===== src/rtl/fetch_buf_if.sv =====
// rtl/fetch_buf_if.sv - fetch/decode handshake bundle for the instruction prefetch buffer
interface fetch_buf_if #(
    parameter int IW = 16,
    parameter int AW = 16,
    parameter int LW = 3
);
    logic [IW-1:0] instr_i;
    logic [AW-1:0] cnt_i;
    logic          vld_i;
    logic          rdy_o;
    logic [IW-1:0] instr_o;
    logic [AW-1:0] cnt_o;
    logic          vld_o;
    logic          rdy_i;
    logic          flush_i;
    logic [LW-1:0] level_o;
    logic [7:0]    flush_cnt_o;

    // Drives fetch data, decode ready and flush; observes buffer state.
    modport master (
        output instr_i, cnt_i, vld_i, rdy_i, flush_i,
        input  rdy_o, instr_o, cnt_o, vld_o, level_o, flush_cnt_o
    );

    modport slave (
        input  instr_i, cnt_i, vld_i, rdy_i, flush_i,
        output rdy_o, instr_o, cnt_o, vld_o, level_o, flush_cnt_o
    );
endinterface


===== src/rtl/fetch_buf.sv =====
// rtl/fetch_buf.sv - instruction/PC prefetch FIFO with one-cycle flush
module fetch_buf #(
    parameter int DEPTH = 4,
    parameter int IW    = 16,
    parameter int AW    = 16
) (
    input  logic       clk_i,
    input  logic       rst,
    fetch_buf_if.slave bus
);
    localparam int PW = $clog2(DEPTH);
    localparam int LW = PW + 1;
    localparam int EW = IW + AW;

    logic [EW-1:0] mem [DEPTH];
    logic [PW-1:0] wr_ptr;
    logic [PW-1:0] rd_ptr;
    logic [LW-1:0] count;
    logic [7:0]    flush_cnt;
    logic [EW-1:0] head;
    logic          full;
    logic          empty;
    logic          push;
    logic          pop;

    // Status comes from registered count only, so ready never depends on rdy_i.
    assign full  = (count == LW'(DEPTH));
    assign empty = (count == '0);
    assign push  = bus.vld_i & ~full & ~bus.flush_i;
    assign pop   = ~empty & bus.rdy_i & ~bus.flush_i;

    always_ff @(posedge clk_i or posedge rst) begin
        if (rst) begin
            wr_ptr <= '0;
            rd_ptr <= '0;
            count  <= '0;
        end else if (bus.flush_i) begin
            wr_ptr <= '0;
            rd_ptr <= '0;
            count  <= '0;
        end else begin
            if (push) begin
                wr_ptr <= wr_ptr + PW'(1);
            end
            if (pop) begin
                rd_ptr <= rd_ptr + PW'(1);
            end
            case ({push, pop})
                2'b10:   count <= count + LW'(1);
                2'b01:   count <= count - LW'(1);
                default: count <= count;
            endcase
        end
    end

    // Only flushes that actually discard something are counted.
    always_ff @(posedge clk_i or posedge rst) begin
        if (rst) begin
            flush_cnt <= '0;
        end else if (bus.flush_i && !empty && flush_cnt != 8'hFF) begin
            flush_cnt <= flush_cnt + 8'd1;
        end
    end

    // Storage is never cleared; validity is tracked entirely by count.
    always_ff @(posedge clk_i) begin
        if (push) begin
            mem[wr_ptr] <= {bus.instr_i, bus.cnt_i};
        end
    end

    assign head = mem[rd_ptr];

    always_comb begin
        bus.instr_o = '0;
        bus.cnt_o   = '0;
        if (!empty) begin
            bus.instr_o = head[EW-1:AW];
            bus.cnt_o   = head[AW-1:0];
        end
    end

    assign bus.rdy_o       = ~full;
    assign bus.vld_o       = ~empty;
    assign bus.level_o     = count;
    assign bus.flush_cnt_o = flush_cnt;
endmodule


===== src/flat_wrapper.sv =====
// flat-port wrapper written by rule: the top's interface ports become plain ports
module fetch_buf_flat 
#(
    parameter int DEPTH = 4,
    parameter int IW    = 16,
    parameter int AW    = 16
)
  (clk_i, rst, bus_instr_i, bus_cnt_i, bus_vld_i, bus_rdy_i, bus_flush_i, bus_rdy_o, bus_instr_o, bus_cnt_o, bus_vld_o, bus_level_o, bus_flush_cnt_o);
  fetch_buf_if #(.IW(IW), .AW(AW), .LW(($clog2(DEPTH) + 1))) bus_i ();
  input  logic clk_i;
  input  logic rst;
  input wire logic [$bits(bus_i.instr_i)-1:0] bus_instr_i;
  input wire logic [$bits(bus_i.cnt_i)-1:0] bus_cnt_i;
  input wire logic [$bits(bus_i.vld_i)-1:0] bus_vld_i;
  input wire logic [$bits(bus_i.rdy_i)-1:0] bus_rdy_i;
  input wire logic [$bits(bus_i.flush_i)-1:0] bus_flush_i;
  output wire logic [$bits(bus_i.rdy_o)-1:0] bus_rdy_o;
  output wire logic [$bits(bus_i.instr_o)-1:0] bus_instr_o;
  output wire logic [$bits(bus_i.cnt_o)-1:0] bus_cnt_o;
  output wire logic [$bits(bus_i.vld_o)-1:0] bus_vld_o;
  output wire logic [$bits(bus_i.level_o)-1:0] bus_level_o;
  output wire logic [$bits(bus_i.flush_cnt_o)-1:0] bus_flush_cnt_o;
  assign bus_i.instr_i = bus_instr_i;
  assign bus_i.cnt_i = bus_cnt_i;
  assign bus_i.vld_i = bus_vld_i;
  assign bus_i.rdy_i = bus_rdy_i;
  assign bus_i.flush_i = bus_flush_i;
  assign bus_rdy_o = bus_i.rdy_o;
  assign bus_instr_o = bus_i.instr_o;
  assign bus_cnt_o = bus_i.cnt_o;
  assign bus_vld_o = bus_i.vld_o;
  assign bus_level_o = bus_i.level_o;
  assign bus_flush_cnt_o = bus_i.flush_cnt_o;
  fetch_buf #(.DEPTH(DEPTH), .IW(IW), .AW(AW)) u_core (.clk_i(clk_i), .rst(rst), .bus(bus_i));
endmodule

===== config.mk =====
export PLATFORM = sky130hd
export DESIGN_NAME = fetch_buf_flat
export DESIGN_NICKNAME = d
export VERILOG_FILES = /design/src/rtl/fetch_buf_if.sv /design/src/rtl/fetch_buf.sv /design/src/flat_wrapper.sv
export SDC_FILE = /design/constraint.sdc
export NUM_CORES = 1
export LEC_CHECK = 0
export ABC_AREA = 1
export BUFFER_PORTS_ARGS = -buffer_cell sky130_fd_sc_hd__buf_2
export CORE_UTILIZATION = 51
export CTS_CLUSTER_DIAMETER = 40
export DETAILED_ROUTE_END_ITERATION = 10
export PLACE_DENSITY = 0.74
export SYNTH_ARGS = -nofsm -noshare
export SYNTH_HDL_FRONTEND = slang
export SYNTH_SLANG_ARGS = --single-unit

===== constraint.sdc =====
create_clock -name clk_i -period 6 [get_ports clk_i]
set_clock_uncertainty 0.05 [all_clocks]
set_input_delay 0.6 -clock clk_i [delete_from_list [all_inputs] [get_ports clk_i]]
set_output_delay 0.6 -clock clk_i [all_outputs]
set_load 0.005 [all_outputs]

==> results.py, run 1 <==
metrics = {
    "worst_setup_path": {
        "ff2ff_setup_slack_ns": 3.54,
        "critPathLaunchType": "register",
        "critPathRequiredTime_ns": 5.35,
        "path_class": "reg -> out",
        "path_max_fanout": 34,
        "critPathMaxStageDelay_ns": 1.00,
        "reg2reg_depth": 4,
        "end_kind": "output port",
        "path_cells": "buf_4, clkinv_1, nor2_1, o21ai_0, a21oi_1, buf_2",
        "worst-path-buf-inv": 3,
        "reg2reg_from": "u_core.rd_ptr[1]$_DFFE_PP0P_",
        "cp_top_family": "buffers and inverters",
        "regToRegEndpoint": "u_core.rd_ptr[1]$_DFFE_PP0P_",
        "critPathSlowestCell": "clkinv_1",
        "critPathArrivalTime_ns": 2.95,
    },
    "sta": {
        "slew_headroom_pct": 23.47,
        "period_minus_slack_ns": 3.604,
        "finalHoldViolations": 0,
        "worstMarginPinSlew_ns": 1.141,
        "maxSlewViolCount": 0,
        "setup_violations": 0,
        "max_freq_ghz": 0.2775,
        "rsz0062_at_grt": "no",
        "tns_ns": 0,
        "fin_crit_sh_pct": 60.06,
    },
    "logic_synthesis": {
        "post_synth_inst_count": 496,
        "synth_top_area_share_pct": 65.92,
        "yosysSeqAreaShare_pct": 72.36,
        "synthTopCellsByArea": "edfxtp_1 66%, nor2_1 8.7%, dfrtp_1 6.4%",
        "syn_nets": 539,
        "yosysWarnings": 0,
        "synth_area_per_cell_um2": 11.76,
        "ys_ff_latch": 143,
        "yosys.area.top_type": "edfxtp_1",
        "yosysUniqueCellTypes": 25,
        "syn-cell-area_mm2": 0.005831,
    },
    "place": {
        "gp_congestion": 0.7963,
        "port_buffers": 81,
        "dpl.hpwl_mm": 6.416,
    },
    "die": {
        "core.rowCount": 38,
        "die_height_um": 108.9,
        "core_mm2": 0.01098,
        "io_pins": 82,
        "die_w_um": 108.9,
        "die_area_mm2": 0.01186,
        "initial_utilization_pct": 53.09,
    },
    "pwr": {
        "leakage_nw": 2.654,
        "irDropWorstVdd_mv": 0.2979,
        "power_density_mw_per_mm2": 431.0,
        "p_total_mw": 2.994,
    },
    "clocking": {
        "clock_latency_ns": 0.41,
        "clkTransAtPathRegs_ns": 0.06,
        "clockBufferDepth": 2,
        "clock_sinks": 143,
        "post_cts_resized": 0,
        "cts_tree": "yes",
        "cts_hold_buf": 0,
        "h-tree-depth": 4,
        "postCtsSetupRepairBufs": 0,
        "cts_root_buffer": "clkbuf_16",
        "cts_made_buffers": 17,
    },
    "global_routing": {
        "grt_overflow": 0,
        "grt_max_degree": 66,
        "grt_usage_pct": 21.41,
        "grt_pass1_vias": 3742,
        "grt_pass1_wl_mm": 18.49,
        "antenna_found_initial": 0,
    },
    "final_layout": {
        "drive_gt1_share_pct": 22.01,
        "layout.nets": 616,
        "antenna_cells": 0,
        "areaGrowthSynthToFinish_pct": 19.14,
    },
    "drt": {
        "via_per_inst": 5.256,
        "num_vias": 3816,
        "postRouteAntennaNets": 0,
        "wl_per_cell_um": 16.24,
        "drc": 0,
        "wirelength_mm": 11.79,
        "drt_iter0_drc": 262,
        "first_pass_iters": 5,
    },
    "min_path": {
        "min_path_type": "in -> async",
    },
    "outcome": {
        "status": "finished clean",
    },
    "job": {
        "drv_cap": 0,
    },
}
## cell families after synthesis
kind of cell | synth area share, %
simple gates | 12.90
flops | 72.36
compound gates | 9.270
buf+inv | 3.455
fa+ha+maj | 1.416
xor+xnor | 0.6010
## synth_stat cells
master	instances
inv_2	4
o21ai_1	3
buf_2	11
o21ai_0	70
buf_6	1
nand3_1	9
xor2_1	2
nor3_1	2
nand3b_1	2
inv_1	17
nand2_1	32
clkbuf_1	12
buf_4	1
fa_1	1
xnor2_1	2
nor2_4	1
dfrtp_1	15
nor2_1	135
nor2_2	2
nand2_2	4
nand4_1	1
edfxtp_1	128
ha_1	5
clkinv_1	1
a21oi_1	35
## how the worst max path moves through the flow
stage,from,to,slack [ns],depth (start not counted)
2_1_floorplan,bus_flush_i,u_core.mem[0][0]$_DFFE_PP_,3.20,3
3_3_place_gp,u_core.rd_ptr[1]$_DFFE_PP0P_,bus_instr_o[7],2.85,6
3_5_place_dp,u_core.rd_ptr[1]$_DFFE_PP0P_,bus_cnt_o[8],2.77,6
4_1_cts,u_core.rd_ptr[1]$_DFFE_PP0P_,bus_instr_o[7],2.31,6
5_1_grt,u_core.rd_ptr[1]$_DFFE_PP0P_,bus_instr_o[1],2.12,6
6_report,u_core.rd_ptr[1]$_DFFE_PP0P_,bus_cnt_o[2],2.40,6
## sequential cells by signal (all words and copies together), names as in the netlist
name and flops:
u_core.wr_ptr 2, u_core.bus.level_o 3, u_core.rd_ptr 2, u_core.bus.flush_cnt_o 8, u_core.mem 128
## layout make-up
type / instances / area, µm²
tap: 140 / 175.2
multi-input combinational: 306 / 1440
fill: 839 / 4036
inverter: 22 / 82.58
sequential: 143 / 4220
clock inverter: 15 / 182.7
clock buffer: 17 / 425.4
timing repair buffer: 83 / 420.4
## worst reg2reg max path, cell delays in order, from the launching register on
cell and delay, ns:
dfrtp_1 0.32, buf_4 0.35, clkinv_1 1.02, o21ai_0 0.47, a21oi_1 0.09
## through the flow
| stage | worst slack [ns] | instance area [µm²] | hold slack, ns | std cells | utilization [%] |
|---|---|---|---|---|---|
| after floorplan | 3.204 | 5831 | 0.4515 | 496 | - |
| after global placement | 2.855 | 6339 | 0.4487 | 694 | 57.71 |
| after detailed placement | 2.766 | 6339 | 0.4760 | 694 | 57.71 |
| after CTS | 2.309 | 6947 | 0.2097 | 726 | 63.25 |
| after global routing | 2.116 | 6947 | 0.2586 | 726 | 63.25 |
| final | 2.396 | 6947 | 0.1956 | 726 | 63.25 |
## per-layer routing
layer,up-vias,track usage (%),wire length (µm)
met3,12,6.515,715
met2,113,33.92,5887
met5,-,0,0
li1,1871,-,-
met4,0,8.108,123
met1,1820,27.82,5063
## power breakdown
part           total [mW]  leakage, nW  internal (mW)  switching (mW)
Clock                1.07        0.296          0.660           0.414
Sequential           1.21         1.36           1.17          0.0457
Combinational       0.708         1.00          0.250           0.458
Total                2.99         2.65           2.08           0.918
## cells in the final DEF, fill, tap and decap left out, drive strengths merged
| cell type | n |
|---|---|
| nor2 | 138 |
| edfxtp | 128 |
| buf | 83 |
| o21ai | 73 |
| nand2 | 36 |
| a21oi | 35 |
| inv | 27 |
| clkbuf | 17 |
| dfrtp | 15 |
| nand3 | 9 |
| clkinv | 6 |
| ha | 5 |
| bufinv | 3 |
| xor2 | 2 |
| nor3 | 2 |
| nand3b | 2 |
| xnor2 | 2 |
| nand4 | 1 |
| fa | 1 |
| clkinvlp | 1 |
No activity file was read; power rests on OpenSTA's default activity.
==> run 2, diff against run 1 <==
==> constraint.sdc (replaced) <==
create_clock -name clk_i -period 3.4 [get_ports clk_i]
set_clock_uncertainty 0.05 [all_clocks]
set_input_delay 0.34 -clock clk_i [delete_from_list [all_inputs] [get_ports clk_i]]
set_output_delay 0.34 -clock clk_i [all_outputs]
set_load 0.005 [all_outputs]
==> run 2 against run 1 <==
Net effect:
- worst hold slack worse by 0.095 ns
- via count up 1.2%
- cell count up 0.69%
- clock-buffer cell count up 2
- utilization up 0.10 points
- sequential power up 77%
- first-iteration DRC count up 0.38%
- register-to-register slack worse by 2.5 ns
- global-route usage down 0.32 points
==> results.py, run 2 (synthesis results as in run 1) <==
metrics = {
    "outcome": {
        "status": "finished clean",
    },
    "drt": {
        "first_pass_iters": 5,
        "postRouteAntennaNets": 0,
        "via_per_inst": 5.280,
        "num_vias": 3860,
        "drc": 0,
        "wirelength_mm": 11.66,
        "wl_per_cell_um": 15.94,
        "drt_iter0_drc": 263,
    },
    "worst_setup_path": {
        "regToRegEndpoint": "u_core.mem[2][3]$_DFFE_PP_",
        "ff2ff_setup_slack_ns": 1.06,
        "reg2reg_depth": 4,
        "end_kind": "output port",
        "critPathRequiredTime_ns": 3.01,
        "path_max_fanout": 33,
        "cp_common_cell": "buf_4",
        "critPathMaxStageDelay_ns": 0.34,
        "worst-path-buf-inv": 4,
        "critPathLaunchType": "register",
        "reg2reg_from": "u_core.bus.level_o[0]$_DFFE_PP0P_",
        "critPathArrivalTime_ns": 2.32,
        "path_class": "reg -> out",
        "cp_top_family": "buffers and inverters",
        "path_cells": "buf_4, clkinv_1, buf_4, nor2_1, o21ai_1, a21oi_1, buf_2",
        "critPathSlowestCell": "buf_4",
    },
    "min_path": {
        "min_path_type": "in -> reg",
        "min_path_cells": 1,
        "min_to": "u_core.mem[2][3]$_DFFE_PP_",
        "min-delay-start": "bus_cnt_i[3]",
    },
    "clocking": {
        "h-tree-depth": 4,
        "cts_made_buffers": 17,
        "cts_root_buffer": "clkbuf_16",
        "clockBufferDepth": 2,
        "cts_tree": "yes",
        "clkTransAtPathRegs_ns": 0.06,
        "clock_sinks": 143,
        "postCtsSetupRepairBufs": 0,
        "clock_latency_ns": 0.41,
    },
    "sta": {
        "maxSlewViolCount": 0,
        "slew_headroom_pct": 34.16,
        "fin_crit_sh_pct": 79.78,
        "period_minus_slack_ns": 2.712,
        "setup_violations": 0,
        "max_freq_ghz": 0.3687,
        "tns_ns": 0,
        "rsz0062_at_grt": "no",
        "finalHoldViolations": 0,
        "worstMarginPinSlew_ns": 0.9853,
    },
    "global_routing": {
        "grt_max_degree": 66,
        "grt_overflow": 0,
        "grt_usage_pct": 21.09,
        "grt_pass1_wl_mm": 18.07,
        "antenna_found_initial": 0,
        "grt_pass1_vias": 3728,
    },
    "final_layout": {
        "final_common_cell": "nor2_1",
        "largest_reg_flops": 128,
        "drive_gt1_share_pct": 22.00,
        "areaGrowthSynthToFinish_pct": 19.33,
        "top_register": "u_core.mem",
        "antenna_cells": 0,
        "final_cell_mix": "131 x nor2_1, 128 x edfxtp_1, 81 x buf_2",
        "layout.nets": 621,
    },
    "die": {
        "io_pins": 82,
        "die_area_mm2": 0.01186,
        "die_w_um": 108.9,
        "core.rowCount": 38,
        "core_mm2": 0.01098,
        "initial_utilization_pct": 53.09,
        "die_height_um": 108.9,
    },
    "pwr": {
        "irDropWorstVdd_mv": 0.4757,
        "p_total_mw": 5.201,
        "leakage_nw": 2.665,
        "power_density_mw_per_mm2": 747.4,
    },
    "place": {
        "gp_congestion": 0.8223,
        "port_buffers": 81,
        "dpl.hpwl_mm": 7.042,
    },
    "job": {
        "drv_cap": 0,
    },
}
-- run 2: worst max path at each step --
| stage | endpoint | slack (ns) | start | depth (start not counted) |
|---|---|---|---|---|
| final | bus_cnt_o[6] | 0.69 | u_core.rd_ptr[1]$_DFFE_PP0P_ | 7 |
| after global routing | bus_cnt_o[3] | 0.48 | u_core.rd_ptr[1]$_DFFE_PP0P_ | 7 |
| after CTS | bus_cnt_o[6] | 0.69 | u_core.rd_ptr[1]$_DFFE_PP0P_ | 7 |
| after detailed placement | u_core.mem[2][3]$_DFFE_PP_ | 0.98 | bus_flush_i | 4 |
| after global placement | u_core.mem[0][3]$_DFFE_PP_ | 1.11 | bus_flush_i | 4 |
| after floorplan | u_core.mem[0][0]$_DFFE_PP_ | 0.76 | u_core.bus.level_o[0]$_DFFE_PP0P_ | 4 |
-- run 2: cell type report --
cell class / instances / area [µm²]
clock buffers: 19 / 432.9
well taps: 140 / 175.2
clock inverters: 13 / 146.4
multi-input cells: 306 / 1440
inverters: 22 / 82.58
flip-flops and latches: 143 / 4220
fillers: 831 / 4025
repair buffers: 88 / 460.4
-- run 2: per-layer routing --
layer | vias to the layer above | GRT usage, % | wire, µm
li1 | 1877 | - | -
met1 | 1839 | 26.49 | 4927
met2 | 127 | 34.64 | 5807
met3 | 17 | 5.858 | 742
met4 | 0 | 8.398 | 178
met5 | - | 0 | 0
-- run 2: through the flow --
stage	setup slack, ns	hold slack, ns	utilization [%]	cells	area, µm²
2_1_floorplan	0.7553	0.1915	-	496	5831
3_3_place_gp	1.112	0.3756	57.99	698	6369
3_5_place_dp	0.9843	0.3886	57.99	698	6369
4_1_cts	0.6878	0.09081	63.35	731	6958
5_1_grt	0.4840	0.08149	63.35	731	6958
6_report	0.6876	0.1004	63.35	731	6958
-- run 2: worst register-to-register path, stage by stage (launching register included) --
cell and delay (ns):
dfrtp_1 0.46, nor2_4 0.07, nand2_1 0.12, nand3_1 0.35, nor2_4 0.89
-- run 2: where the power goes --
| group | leakage, nW | switching [mW] | internal (mW) | total, mW |
|---|---|---|---|---|
| clock | 0.283 | 0.658 | 1.14 | 1.80 |
| combinational | 1.02 | 0.813 | 0.449 | 1.26 |
| sequential | 1.36 | 0.0808 | 2.06 | 2.14 |
| total | 2.66 | 1.55 | 3.65 | 5.20 |
-- run 2: repair_timing --
item | 4_1_cts | 5_1_grt
hold endpoints to repair | 15 | 0
setup endpoints to repair | 0 | 0
hold buffers | 1 | 0
resized for setup | 0 | 0
==> run 3, diff against run 2 <==
--- a/config.mk
+++ b/config.mk
@@ -5,12 +5,12 @@
 export SDC_FILE = /design/constraint.sdc
 export NUM_CORES = 1
 export LEC_CHECK = 0
-export ABC_AREA = 1
+export ABC_AREA = 0
 export BUFFER_PORTS_ARGS = -buffer_cell sky130_fd_sc_hd__buf_2
 export CORE_UTILIZATION = 51
 export CTS_CLUSTER_DIAMETER = 40
 export DETAILED_ROUTE_END_ITERATION = 10
-export PLACE_DENSITY = 0.74
+export PLACE_DENSITY = 0.77
 export SYNTH_ARGS = -nofsm -noshare
 export SYNTH_HDL_FRONTEND = slang
 export SYNTH_SLANG_ARGS = --single-unit
==> constraint.sdc (replaced) <==
create_clock -name clk_i -period 2.2 [get_ports clk_i]
set_clock_uncertainty 0.05 [all_clocks]
set_input_delay 0.22 -clock clk_i [delete_from_list [all_inputs] [get_ports clk_i]]
set_output_delay 0.22 -clock clk_i [all_outputs]
set_load 0.005 [all_outputs]
==> run 3 against run 2 <==
Net effect:
- sequential power increased by 49%
- utilization increased by 3.3 points
- sequential share of layout area decreased by 3.3 points
- critical endpoint is now u_core.mem[1][31]$_DFFE_PP_
- largest cell class unchanged
- largest power group unchanged
==> results.py, run 3 <==
metrics = {
    "outcome": {
        "status": "finished clean",
    },
    "logic_synthesis": {
        "synth-xor-area-share_pct": 1.195,
        "synth-compound-area-share_pct": 1.814,
        "post_synth_inst_count": 304,
        "yosys.area_share.adder_pct": 1.408,
        "synth_area_per_cell_um2": 19.29,
        "synth_flop_cell": "edfxtp_1",
        "synth_top_family_by_area": "multiplexers",
        "yosysWarnings": 0,
        "yosys.area.top_type": "edfxtp_1",
        "syn-cell-area_mm2": 0.005863,
        "synth.top_cells.by_count": "128 x edfxtp_1, 36 x and2_1, 32 x mux4_2",
        "synthTopCellsByArea": "edfxtp_1 66%, mux4_2 12%, dfrtp_1 6.4%",
        "yosysUniqueCellTypes": 39,
        "yosysSeqAreaShare_pct": 71.96,
        "synth_most_common_cell": "edfxtp_1",
        "synth_top_area_share_pct": 65.56,
        "synth_mux_area_share_pct": 13.23,
        "synthArstFlopShare_pct": 10.49,
        "ys_ff_latch": 143,
        "yosys.area_share.simple_pct": 7.725,
        "syn_nets": 347,
        "synth_edf_count": 128,
    },
    "global_routing": {
        "grt_overflow": 0,
        "grt_pass1_wl_mm": 16.77,
        "grt_pass1_vias": 3242,
        "grt_max_degree": 37,
        "antenna_found_initial": 0,
        "grt_usage_pct": 19.93,
    },
    "pwr": {
        "leakage_nw": 2.704,
        "power_density_mw_per_mm2": 911.3,
        "p_total_mw": 6.703,
        "irDropWorstVdd_mv": 0.7640,
    },
    "die": {
        "die_w_um": 109.2,
        "initial_utilization_pct": 53.15,
        "die_area_mm2": 0.01193,
        "core.rowCount": 38,
        "io_pins": 82,
        "die_height_um": 109.2,
        "core_mm2": 0.01103,
    },
    "worst_setup_path": {
        "path_cells": "or3b_4, nand2_4, nor2_1, and2_2",
        "critPathLaunchType": "register",
        "regToRegEndpoint": "u_core.mem[1][31]$_DFFE_PP_",
        "reg2reg_from": "u_core.bus.level_o[2]$_DFFE_PP0P_",
        "path_max_fanout": 32,
        "ff2ff_setup_slack_ns": 0.05,
        "end_kind": "register",
        "path_class": "reg -> reg",
        "reg2reg_depth": 4,
        "critPathArrivalTime_ns": 2.13,
        "critPathMaxStageDelay_ns": 0.80,
        "critPathSlowestCell": "and2_2",
        "critPathRequiredTime_ns": 2.18,
    },
    "final_layout": {
        "areaGrowthSynthToFinish_pct": 25.46,
        "fin_area_mm2": 0.007356,
        "top_register": "u_core.mem",
        "antenna_cells": 0,
        "final_common_cell": "edfxtp_1",
        "fin_cells": 584,
        "final_cell_mix": "128 x edfxtp_1, 80 x buf_2, 34 x dlygate4sd3_1",
        "layout.nets": 474,
        "largest_reg_flops": 128,
        "drive_gt1_share_pct": 39.41,
    },
    "min_path": {
        "min-delay-start": "bus_vld_i",
        "min_to": "u_core.wr_ptr[1]$_DFFE_PP0P_",
        "min_path_cells": 4,
        "min_path_type": "in -> reg",
    },
    "clocking": {
        "cts_tree": "yes",
        "clockBufferDepth": 2,
        "clkTransAtPathRegs_ns": 0.06,
        "clock_latency_ns": 0.41,
        "h-tree-depth": 4,
        "cts_root_buffer": "clkbuf_16",
        "postCtsSetupRepairBufs": 0,
        "cts_made_buffers": 17,
        "clock_sinks": 143,
    },
    "drt": {
        "wl_per_cell_um": 18.41,
        "via_per_inst": 5.368,
        "first_pass_iters": 4,
        "postRouteAntennaNets": 0,
        "wirelength_mm": 10.75,
        "drc": 0,
        "drt_iter0_drc": 196,
        "num_vias": 3135,
    },
    "place": {
        "dpl_cell_area_mm2": 0.006410,
        "place_inst": 518,
        "gp_congestion": 0.7227,
        "dpl.hpwl_mm": 5.944,
        "port_buffers": 81,
    },
    "sta": {
        "slew_headroom_pct": 39.27,
        "period_minus_slack_ns": 2.152,
        "max_freq_ghz": 0.4647,
        "setup_violations": 0,
        "rsz0062_at_grt": "yes",
        "worstMarginPinSlew_ns": 0.9109,
        "tns_ns": 0,
        "maxSlewViolCount": 0,
        "fin_crit_sh_pct": 97.82,
        "finalHoldViolations": 0,
    },
    "job": {
        "drv_cap": 0,
    },
}
run 3: cell families (layout without fill, tap and decap cells):
logic type,Yosys count,after routing
buffers and inverters,21,161
AND/OR/NAND/NOR,74,74
flip-flops,143,143
adder cells (fa/ha/maj),6,6
XOR/XNOR,8,8
AO/OA/AOI/OAI,16,16
multiplexers,36,36
run 3: power breakdown:
group | switching (mW) | leakage, nW | internal [mW]
sequential | 0.0877 | 1.35 | 3.10
combinational | 0.390 | 1.08 | 0.448
clock | 1.03 | 0.269 | 1.65
total | 1.51 | 2.70 | 5.20
run 3: timing repair:
| action | in CTS | in global routing |
|---|---|---|
| endpoints found under the setup margin | 16 | 130 |
| cloned | 0 | 0 |
| pin swaps | 0 | 1 |
| hold buffers | 34 | 0 |
| endpoints found under the hold margin | 146 | 0 |
| gates resized for setup | 1 | 13 |
run 3: worst max-delay path: cells and delay by family (launching register included):
| family | cells | cell delay (ns) |
|---|---|---|
| and+or+nand+nor | 4 | 1.33 |
| DFF | 1 | 0.39 |
run 3: cell type report:
cell class              instances  area (µm²)
fillers                       725        3675
multi-input cells             140        1531
well taps                     140       175.2
clock inverters                12       120.1
clock buffers                  20       436.7
inverters                       4       15.01
flip-flops and latches        143        4222
repair buffers                125       855.8
run 3: per-stage QoR:
| stage | util (%) | hold slack (ns) | worst slack [ns] |
|---|---|---|---|
| global placement | 58.11 | 0.2633 | 0.1167 |
| CTS | 66.28 | 0.09540 | 0.001715 |
| detailed placement | 58.11 | 0.2729 | 0.02716 |
| finish | 66.69 | 0.1046 | 0.04806 |
| floorplan | - | 0.07148 | -0.04036 |
| global route | 66.69 | 0.1146 | -0.02478 |
run 3: metal layers:
metal  share of wire, %  global-route usage, %  vias to the layer above
li1                   -                      -                     1446
met1                 43                  24.01                     1603
met2                 53                  33.33                       84
met3                4.1                  7.830                        2
met4               0.37                  5.714                        0
met5                  0                      0                        -
run 3: worst max-delay path by stage:
stage	to	from	cells after the start
2_1_floorplan	u_core.bus.level_o[1]$_DFFE_PP0P_	u_core.bus.level_o[2]$_DFFE_PP0P_	10
3_3_place_gp	u_core.bus.level_o[1]$_DFFE_PP0P_	u_core.bus.level_o[0]$_DFFE_PP0P_	8
3_5_place_dp	u_core.mem[0][5]$_DFFE_PP_	u_core.bus.level_o[2]$_DFFE_PP0P_	4
4_1_cts	bus_cnt_o[2]	u_core.rd_ptr[0]$_DFFE_PP0P_	4
5_1_grt	u_core.mem[3][20]$_DFFE_PP_	u_core.bus.level_o[2]$_DFFE_PP0P_	4
6_report	u_core.mem[1][31]$_DFFE_PP_	u_core.bus.level_o[2]$_DFFE_PP0P_	4
